### src/rtl/pc_pkg.sv
// -----------------------------------------------------------------------------
// pc_pkg
// Shared types and constants for the program-counter sequencer.
//   pc_state_e : sequencer FSM states (BOOT, RUN, HALT)
//   pc_src_e   : next-PC source selected by the priority mux
//   DEF_*_VEC  : default reset and trap vectors (32-bit, cast to ADDR_W by users)
// -----------------------------------------------------------------------------
package pc_pkg;

  typedef enum logic [1:0] {
    ST_BOOT = 2'd0,
    ST_RUN  = 2'd1,
    ST_HALT = 2'd2
  } pc_state_e;

  typedef enum logic [2:0] {
    SRC_SEQ  = 3'd0,
    SRC_BR   = 3'd1,
    SRC_JMP  = 3'd2,
    SRC_CALL = 3'd3,
    SRC_RET  = 3'd4,
    SRC_TRAP = 3'd5
  } pc_src_e;

  localparam logic [31:0] DEF_RESET_VEC = 32'h0000_0000;
  localparam logic [31:0] DEF_TRAP_VEC  = 32'h0000_0100;

endpackage

### src/rtl/pc_ras.sv
// -----------------------------------------------------------------------------
// pc_ras
// Return-address stack: circular buffer with a top pointer and a saturating
// entry count. Pushing when full overwrites the oldest entry silently.
// Ports:
//   clk, rst       : clock, asynchronous active-high reset
//   push_i         : write push_data_i as the new top
//   pop_i          : discard the current top (no effect when empty)
//   push_data_i    : return address to store
//   top_o          : most recently pushed entry (combinational read)
//   empty_o/full_o : count == 0 / count == DEPTH
//   underflow_o    : pop requested while empty
// push_i and pop_i are expected to be mutually exclusive; push wins if not.
// -----------------------------------------------------------------------------
module pc_ras #(
  parameter int unsigned DATA_W = 32,
  parameter int unsigned DEPTH  = 4
) (
  input  logic              clk,
  input  logic              rst,
  input  logic              push_i,
  input  logic              pop_i,
  input  logic [DATA_W-1:0] push_data_i,
  output logic [DATA_W-1:0] top_o,
  output logic              empty_o,
  output logic              full_o,
  output logic              underflow_o
);

  localparam int unsigned PTR_W = $clog2(DEPTH);
  localparam int unsigned CNT_W = $clog2(DEPTH + 1);

  logic [DATA_W-1:0] mem_q [DEPTH];
  logic [PTR_W-1:0]  top_q, top_d;
  logic [CNT_W-1:0]  cnt_q, cnt_d;
  logic [PTR_W-1:0]  wr_ptr;

  // DEPTH is a power of two, so the pointer wraps naturally.
  assign wr_ptr = top_q + PTR_W'(1);

  always_comb begin
    top_d = top_q;
    cnt_d = cnt_q;
    if (push_i) begin
      top_d = wr_ptr;
      if (cnt_q != CNT_W'(DEPTH)) begin
        cnt_d = cnt_q + CNT_W'(1);
      end
    end else if (pop_i && (cnt_q != '0)) begin
      top_d = top_q - PTR_W'(1);
      cnt_d = cnt_q - CNT_W'(1);
    end
  end

  always_ff @(posedge clk or posedge rst) begin
    if (rst) begin
      top_q <= '0;
      cnt_q <= '0;
    end else begin
      top_q <= top_d;
      cnt_q <= cnt_d;
    end
  end

  // Storage needs no reset: the count guards every read that matters.
  always_ff @(posedge clk) begin
    if (push_i) begin
      mem_q[wr_ptr] <= push_data_i;
    end
  end

  // Read is combinational so a return resolves in the same cycle it is seen.
  assign top_o       = mem_q[top_q];
  assign empty_o     = (cnt_q == '0);
  assign full_o      = (cnt_q == CNT_W'(DEPTH));
  assign underflow_o = pop_i && !push_i && empty_o;

endmodule

### src/rtl/pc_sequencer.sv
// -----------------------------------------------------------------------------
// pc_sequencer
// Fetch-stage program counter: holds the PC and picks the next one from
// trap > ret > call > jump > branch > sequential, with a return-address stack,
// stall/halt control and error pulses for misaligned targets and RAS underflow.
// Ports:
//   clk, rst              : clock, asynchronous active-high reset
//   stall_i               : hold pc/RAS/FSM (trap still acts)
//   halt_i / resume_i     : enter / leave HALT
//   branch_taken_i, branch_target_i : branch request and destination
//   jump_i, jump_target_i : jump request; jump_target_i is also the call target
//   call_i / ret_i        : push pc+INC and jump / pop and return
//   trap_i                : load TRAP_VEC (overrides stall and halt)
//   pc_o                  : registered PC
//   pc_next_seq_o         : pc_o + INC (combinational, wraps)
//   pc_valid_o            : high in RUN only
//   misalign_o, ras_err_o : one-cycle pulses aligned with the pc update
//   ras_empty_o, ras_full_o : RAS occupancy flags
// -----------------------------------------------------------------------------
module pc_sequencer
  import pc_pkg::*;
#(
  parameter int unsigned          ADDR_W    = 32,
  parameter int unsigned          INC       = 4,
  parameter logic [ADDR_W-1:0]    RESET_VEC = ADDR_W'(DEF_RESET_VEC),
  parameter logic [ADDR_W-1:0]    TRAP_VEC  = ADDR_W'(DEF_TRAP_VEC),
  parameter int unsigned          RAS_DEPTH = 4
) (
  input  logic              clk,
  input  logic              rst,
  input  logic              stall_i,
  input  logic              halt_i,
  input  logic              resume_i,
  input  logic              branch_taken_i,
  input  logic [ADDR_W-1:0] branch_target_i,
  input  logic              jump_i,
  input  logic [ADDR_W-1:0] jump_target_i,
  input  logic              call_i,
  input  logic              ret_i,
  input  logic              trap_i,
  output logic [ADDR_W-1:0] pc_o,
  output logic [ADDR_W-1:0] pc_next_seq_o,
  output logic              pc_valid_o,
  output logic              misalign_o,
  output logic              ras_err_o,
  output logic              ras_empty_o,
  output logic              ras_full_o
);

  localparam logic [ADDR_W-1:0] INC_V      = ADDR_W'(INC);
  // Any set bit below the increment granule means the target is misaligned.
  localparam logic [ADDR_W-1:0] ALIGN_MASK = ADDR_W'(INC - 1);

  pc_state_e         state_q, state_d;
  logic [ADDR_W-1:0] pc_q, pc_d;
  logic              misalign_q, misalign_d;
  logic              ras_err_q, ras_err_d;

  pc_src_e           src;
  logic              advance;
  logic [ADDR_W-1:0] target;
  logic              ras_push, ras_pop, ras_underflow;
  logic [ADDR_W-1:0] ras_top;

  assign pc_next_seq_o = pc_q + INC_V;

  // FSM and request arbitration. Only the winning source is reported, so
  // lower-priority requests in the same cycle have no side effect.
  always_comb begin
    state_d = state_q;
    src     = SRC_SEQ;
    advance = 1'b0;
    case (state_q)
      ST_BOOT: state_d = ST_RUN;
      ST_RUN: begin
        if (trap_i) begin
          src     = SRC_TRAP;
          advance = 1'b1;
        end else if (!stall_i) begin
          if (halt_i) begin
            state_d = ST_HALT;
          end else begin
            advance = 1'b1;
            if (ret_i)               src = SRC_RET;
            else if (call_i)         src = SRC_CALL;
            else if (jump_i)         src = SRC_JMP;
            else if (branch_taken_i) src = SRC_BR;
            else                     src = SRC_SEQ;
          end
        end
      end
      ST_HALT: begin
        if (trap_i) begin
          src     = SRC_TRAP;
          advance = 1'b1;
          state_d = ST_RUN;
        end else if (!stall_i && resume_i) begin
          state_d = ST_RUN;
        end
      end
      default: state_d = ST_BOOT;
    endcase
  end

  // A misaligned call still pushes its return address before trapping.
  assign ras_push = advance && (src == SRC_CALL);
  assign ras_pop  = advance && (src == SRC_RET);

  // Target selection and error handling for the winning source.
  always_comb begin
    pc_d       = pc_q;
    misalign_d = 1'b0;
    ras_err_d  = 1'b0;
    case (src)
      SRC_BR:            target = branch_target_i;
      SRC_JMP, SRC_CALL: target = jump_target_i;
      SRC_RET:           target = ras_top;
      SRC_TRAP:          target = TRAP_VEC;
      default:           target = pc_next_seq_o;
    endcase
    if (advance) begin
      if (src == SRC_TRAP) begin
        pc_d = TRAP_VEC;
      end else if (ras_underflow) begin
        pc_d      = TRAP_VEC;
        ras_err_d = 1'b1;
      end else if ((src != SRC_SEQ) && ((target & ALIGN_MASK) != '0)) begin
        pc_d       = TRAP_VEC;
        misalign_d = 1'b1;
      end else begin
        pc_d = target;
      end
    end
  end

  always_ff @(posedge clk or posedge rst) begin
    if (rst) begin
      state_q    <= ST_BOOT;
      pc_q       <= RESET_VEC;
      misalign_q <= 1'b0;
      ras_err_q  <= 1'b0;
    end else begin
      state_q    <= state_d;
      pc_q       <= pc_d;
      misalign_q <= misalign_d;
      ras_err_q  <= ras_err_d;
    end
  end

  pc_ras #(
    .DATA_W (ADDR_W),
    .DEPTH  (RAS_DEPTH)
  ) u_ras (
    .clk         (clk),
    .rst         (rst),
    .push_i      (ras_push),
    .pop_i       (ras_pop),
    .push_data_i (pc_next_seq_o),
    .top_o       (ras_top),
    .empty_o     (ras_empty_o),
    .full_o      (ras_full_o),
    .underflow_o (ras_underflow)
  );

  assign pc_o       = pc_q;
  assign pc_valid_o = (state_q == ST_RUN);
  assign misalign_o = misalign_q;
  assign ras_err_o  = ras_err_q;

endmodule
### config.mk
export PLATFORM = sky130hd
export DESIGN_NAME = pc_sequencer
export DESIGN_NICKNAME = d
export VERILOG_FILES = /design/src/rtl/pc_pkg.sv /design/src/rtl/pc_ras.sv /design/src/rtl/pc_sequencer.sv
export SDC_FILE = /design/constraint.sdc
export NUM_CORES = 1
export LEC_CHECK = 0
export ABC_AREA = 0
export CAP_MARGIN = 10
export CORE_MARGIN = 2
export CORE_UTILIZATION = 40
export CTS_BUF_LIST = sky130_fd_sc_hd__clkbuf_8 sky130_fd_sc_hd__clkbuf_16
export CTS_CLUSTER_DIAMETER = 200
export DETAILED_ROUTE_END_ITERATION = 12
export GPL_ROUTABILITY_DRIVEN = 0
export PLACE_DENSITY = 0.74
export SLEW_MARGIN = 20
export SYNTH_ARGS = -nofsm -noshare
export SYNTH_HDL_FRONTEND = slang
export SYNTH_SLANG_ARGS = --single-unit
### constraint.sdc
create_clock -name clk -period 3.9 [get_ports clk]
set_input_delay 0.975 -clock clk [delete_from_list [all_inputs] [get_ports clk]]
set_output_delay 0.975 -clock clk [all_outputs]
set_load 0.005 [all_outputs]
Yosys cells after proc, flatten, opt, wreduce, memory -nomap -nowiden
Memory sizes are Yosys's and may differ from the RTL's.
Cells that the tools add are included.

cells by class
  multiplexer cells = 38
  add/sub/neg operators = 5
  reductions and logical operators = 18
  equality and inequality tests = 14

operator list
  kind                     number
  $pmux W32 S4             1
  $mux W32                 3
  $add A32 B3 Y32 const B  1
  $reduce_bool A32 Y1      1
  $mux W3                  8
  $mux W2                  9
  $mux W1                  14
  $eq A3 B3 Y1 const B     3
  $ne A2 B2 Y1 const B     4
  $logic_and A1 B1 Y1      7
  $eq A3 B2 Y1 const B     2
  $ne A3 B3 Y1 const B     2
  $pmux W2 S3              1
  $pmux W3 S2              1
  $reduce_bool A3 Y1       2
  $reduce_and A4 Y1        1
  $add A3 B1 Y3 const B    1
  $eq A3 B1 Y1 const B     1
  $logic_not A3 Y1         1
  $sub A3 B1 Y3 const B    1
  $add A2 B1 Y2 const B    1
  $eq A2 B1 Y1 const B     1
  $eq A2 B2 Y1 const B     1
  $logic_not A1 Y1         2
  6 further kinds          6

word-level totals
  output and inout bits = 69
  bits of input ports = 74
  memories kept = 1
  word-level logic and storage cells = 82
  register bits after elaboration = 41
  bits in writable memories = 128

memory list
  memory       depth  width  rd ports  clocked after Yosys merged registers in  write ports  line          text
  u_ras.mem_q  4      32     1         0                                        1            pc_ras.sv:33  logic [DATA_W-1:0] mem_q [DEPTH];

Depth between registers and ports, before layout
  depth after elaboration = 17
  gate-level depth with buffers = 10
  depth with buffers taken out = 10

Cells and area by module
A second synthesis with hierarchy kept.

unflattened totals
  cells, all modules = 573
  area, all modules = 8061.5 µm²

by module, submodules not included
  module        area an instance (µm²)  cells each  seq. area each (µm²)  times used
  pc_ras        5038.6                  213         3968.8                1
  pc_sequencer  3022.9                  360         900.9                 1

Least setup slack after synthesis
No wires, ideal clock.

  kind = in2reg
  start = input trap_i
  end = memory u_ras.mem_q[0][0], enable pin
  stages = 5
  data arrival time = 2.842 ns
  setup time = 0.392 ns
  path buffers = 1
  path slack = 0.666 ns
  data required time = 3.508 ns
  path through = or2_2 or3_4 a21oi_1 buf_2 and2_1

on the way
  cells in the longest elaborated chain, start to end = 6
  elaborated cells between the ends (all ways) = 10
  those cells by class = 1 x eq/ne; 8 x mux; 1 x reduce/logical

ends and longest elaborated chain
  item                               line                                    text
  from (decl)                        pc_sequencer.sv:40                      input logic trap_i,
  $mux W3, on equally long branches  pc_sequencer.sv:93, pc_sequencer.sv:76
  $pmux W3 S2                        pc_sequencer.sv:73                      case (state_q)
  $eq A3 B2 Y1                       pc_sequencer.sv:106                     assign ras_push = advance && (src == SRC_CALL);
  $logic_and A1 B1 Y1 *              pc_sequencer.sv:106
  $mux W1 *                          pc_ras.sv:67                            if (push_i) begin
  $mux W1 (implied by the code) *    pc_ras.sv:68                            mem_q[wr_ptr] <= push_data_i;
  to (decl)                          pc_ras.sv:33

Every way passes the cells marked *; elsewhere a longest branch is shown, timed or not.

Worst setup path in the final report
  start = register pc_q[10], in the netlist pc_o[10]
  end = output pc_next_seq_o[29]

on the way
  cells in the longest elaborated chain, start to end = 1

ends and longest elaborated chain
  item                    line                 text
  from (decl)             pc_sequencer.sv:55   logic [ADDR_W-1:0] pc_q, pc_d;
  from (signal assigned)  pc_sequencer.sv:144  pc_q <= pc_d;
  $add A32 B3 Y32         pc_sequencer.sv:65   assign pc_next_seq_o = pc_q + INC_V;
  to (decl)               pc_sequencer.sv:42   output logic [ADDR_W-1:0] pc_next_seq_o,

Every way passes these cells.

==> impl_metrics.py <==
metrics = {
    "status": {
        "outcome": "finished, final reports clean",
    },
    "global_routing": {
        "grt_pass1_vias": 6003,
        "grt_first_pass_wirelength_mm": 34.3,
        "grt_use_total_pct": 21.3,
        "grt_max_degree": 28,
        "grt-ovfl-total": 0,
        "antenna_found_initial": 0,
    },
    "pwr": {
        "ir_worst_vdd_v": 0.000365,
        "pwr_density_cell_nw_per_um2": 462,
        "power_leakage_uw": 0.00393,
    },
    "route": {
        "detail-route-antenna-nets": 0,
        "routed_wl_mm": 22.4,
        "vias_per_cell": 5.82,
        "wl_per_cell_um": 21.8,
        "drc": 0,
        "first_pass_iters": 5,
        "drt_iter0_drc": 622,
        "vias": 5968,
    },
    "final_layout": {
        "antenna_cells": 0,
        "nets": 831,
        "layout_common_cells": "clkdlybuf4s50_1, edfxtp_1, buf_4",
        "final_common_cell": "clkdlybuf4s50_1",
        "syn_to_final_growth_pct": 32.0,
        "drive_above_1_share_pct": 19.7,
        "fin_cells": 1025,
    },
    "timing": {
        "finalHoldViolCount": 0,
        "finalSetupTns_ns": 0,
        "relSlewSlack_pct": 55.1,
        "tightest_slew_ns": 0.674,
        "period_share_pct": 96.8,
        "setup_viol": 0,
        "skew_ns": 0.00722,
        "drv_slew": 0,
        "fmax_ghz": 0.265,
        "period_needed_ns": 3.77,
    },
    "floorplanning": {
        "die_y_um": 146,
        "core-area_sq_um": 19600,
        "die_area_sq_um": 21300,
        "initial_core_util_pct": 41.2,
        "pin_count": 143,
        "die_w_um": 146,
        "core.rowCount": 51,
    },
    "synth": {
        "synth_area_sq_um": 8060,
        "ys.flop_type": "edfxtp_1",
        "ys_async_sr_fraction_pct": 24.3,
        "synth_edf_count": 128,
        "synth_area_leader_cell": "edfxtp_1",
        "synth.distinct_cells": 64,
        "syn_nets": 663,
        "yosysSeqAreaShare_pct": 60.4,
        "netlist.area_leader.share_pct": 47.7,
        "yosysWarnings": 0,
        "syn_avg_cell_area_sq_um": 13.9,
        "synthTopCellsByArea": "edfxtp_1, dfrtp_1, mux4_2",
        "ys_ff_latch": 169,
        "syn_inst": 579,
    },
    "clock_network": {
        "cts.sinks": 169,
        "cts_made_buffers": 17,
        "tritoncts": "done",
        "clockRootBuffer": "clkbuf_16",
        "ctsHtreeMaxLevel": 4,
        "cts_buffer_depth": 2,
        "cts.hold.buffers_added": 0,
        "clkLatencyLatePin_ns": 0.43,
        "path_clk_slew_ns": 0.06,
    },
    "placed_design": {
        "dp.cells": 983,
        "io_buffers": 142,
        "dp_hpwl_mm": 15.6,
    },
    "setup_path": {
        "crit_type": "register to output port",
        "rr_startpoint": "state_q[0]$_DFFE_PP0P_",
        "path_cells": "and4_1 > nand4_1 > nor3_4 > buf_4 > and4_1 > xnor2_2 > clkdlybuf4s50_1",
        "worst_setup_path_start_kind": "register",
        "critPathSlowestCell": "clkdlybuf4s50_1",
        "crit_required_ns": 2.92,
        "reg2reg_to": "u_ras.cnt_q[2]$_DFFE_PP0P_",
        "arrival_ns": 2.80,
        "cp_slowest_stage_delay_ns": 0.56,
        "rrSetupSlack_ns": 1.07,
        "cp-end-kind": "output port",
        "cp_max_fo": 9,
        "cp_common_cell": "and4_1",
        "reg2reg_depth": 9,
    },
    "hold_path": {
        "min_path_cells": 1,
        "hp-start": "pc_o[22]$_DFFE_PP0P_",
        "holdPathEnd": "pc_o[22]$_DFFE_PP0P_",
        "hp-class": "register to register",
    },
    "run": {
        "drv_cap": 0,
    },
}
[worst max-delay path by stage]
stage	from	to	slack, ns	depth (start not counted)
after global placement	pc_o[10]$_DFFE_PP0P_	pc_next_seq_o[29]	0.35	6
after CTS	pc_o[2]$_DFFE_PP0P_	pc_next_seq_o[26]	-0.003	6
after floorplan	trap_i	u_ras.mem_q[0][0]$_DFFE_PP_	0.67	5
final	pc_o[10]$_DFFE_PP0P_	pc_next_seq_o[29]	0.13	7
after global routing	pc_o[9]$_DFFE_PP0P_	pc_next_seq_o[23]	-0.01	6
after detailed placement	pc_o[7]$_DFFE_PP0P_	pc_next_seq_o[24]	0.26	5
[sequential cells by signal, summed over array words and instances (netlist names)]
name / cells
u_ras.top_q: 2
pc_o: 32
ras_err_o: 1
state_q: 2
misalign_o: 1
u_ras.cnt_q: 3
u_ras.mem_q: 128
[through the flow]
step | instance area [sq um] | utilization [%] | setup slack, ns | total power (uW) | hold slack [ns]
2_1_floorplan | 8060 | - | 0.666 | 2890 | 0.515
3_3_place_gp | 9860 | 50.3 | 0.351 | 3310 | 0.528
3_5_place_dp | 9860 | 50.3 | 0.259 | 3340 | 0.535
4_1_cts | 10500 | 53.7 | -0.00297 | 4950 | 0.548
5_1_grt | 10600 | 54.3 | -0.0134 | 5120 | 0.581
6_report | 10600 | 54.3 | 0.125 | 4920 | 0.545
[kinds of logic after synthesis]
logic type	synth area share, %
flip-flops	60.4
AND/OR/NAND/NOR	9.90
AO/OA/AOI/OAI	13.0
adder cells (fa/ha/maj)	1.65
buffers and inverters	3.24
multiplexers	8.51
XOR/XNOR	3.26
[synthesized netlist by cell type, types with 2 or more instances]
library cell	number
and4_1	4
a221oi_2	4
o21ai_0	15
buf_6	5
o2bb2ai_1	8
nor3_1	9
a221oi_1	19
dfrtp_1	41
nand3_1	17
nand4_1	7
a31oi_1	2
o21a_1	3
a22o_1	11
a22oi_1	20
o31ai_1	3
nor4_1	4
xor2_1	11
nor2_1	38
nor3_2	4
a31o_2	2
o211ai_1	3
inv_1	16
and3_1	7
buf_2	13
and2_1	10
edfxtp_1	128
nand2_1	35
a21oi_1	16
o21ai_1	18
xnor2_1	19
o22ai_1	2
nor3b_1	2
ha_1	9
nor2b_1	2
mux4_2	30
buf_4	5
clkbuf_1	9
a211oi_1	2
[worst max-delay path: cells and delay by family, from the launching register on]
kind                      cells  cell delay, ns
and+or+nand+nor               4            1.01
buffers and inverters         2            0.74
xor gates and xnor gates      1            0.18
DFF                           1            0.44
[layout make-up]
cell class | count | area [sq um]
Clock buffer | 21 | 492
Clock inverter | 11 | 78.8
Fill cell | 1584 | 8950
Inverter | 16 | 60.1
Multi-Input combinational cell | 360 | 3050
Sequential cell | 169 | 4880
Tap cell | 265 | 332
Timing Repair Buffer | 183 | 1740
[where the power goes]
part	switching [uW]	total, uW	internal, uW
clock	653	1610	953
combinational	658	1220	560
sequential	106	2100	1990
total	1420	4920	3500
[routing by layer]
metal  global-route usage [%]  up-vias  wire, um
li1                         -     2615         -
met1                     28.4     2999      9080
met2                     34.8      318     11000
met3                     4.64       36      1800
met4                     7.11        0       478
met5                        0        -         0
[timing repair]
| action | in CTS | in global routing |
|---|---|---|
| buffers inserted | 6 | 4 |
| resized for setup | 7 | 21 |
| endpoints found under the hold margin | 0 | 0 |
| setup endpoints to repair | 10 | 18 |
| pin swaps | 4 | 4 |
(Power assumes the default switching activity.)
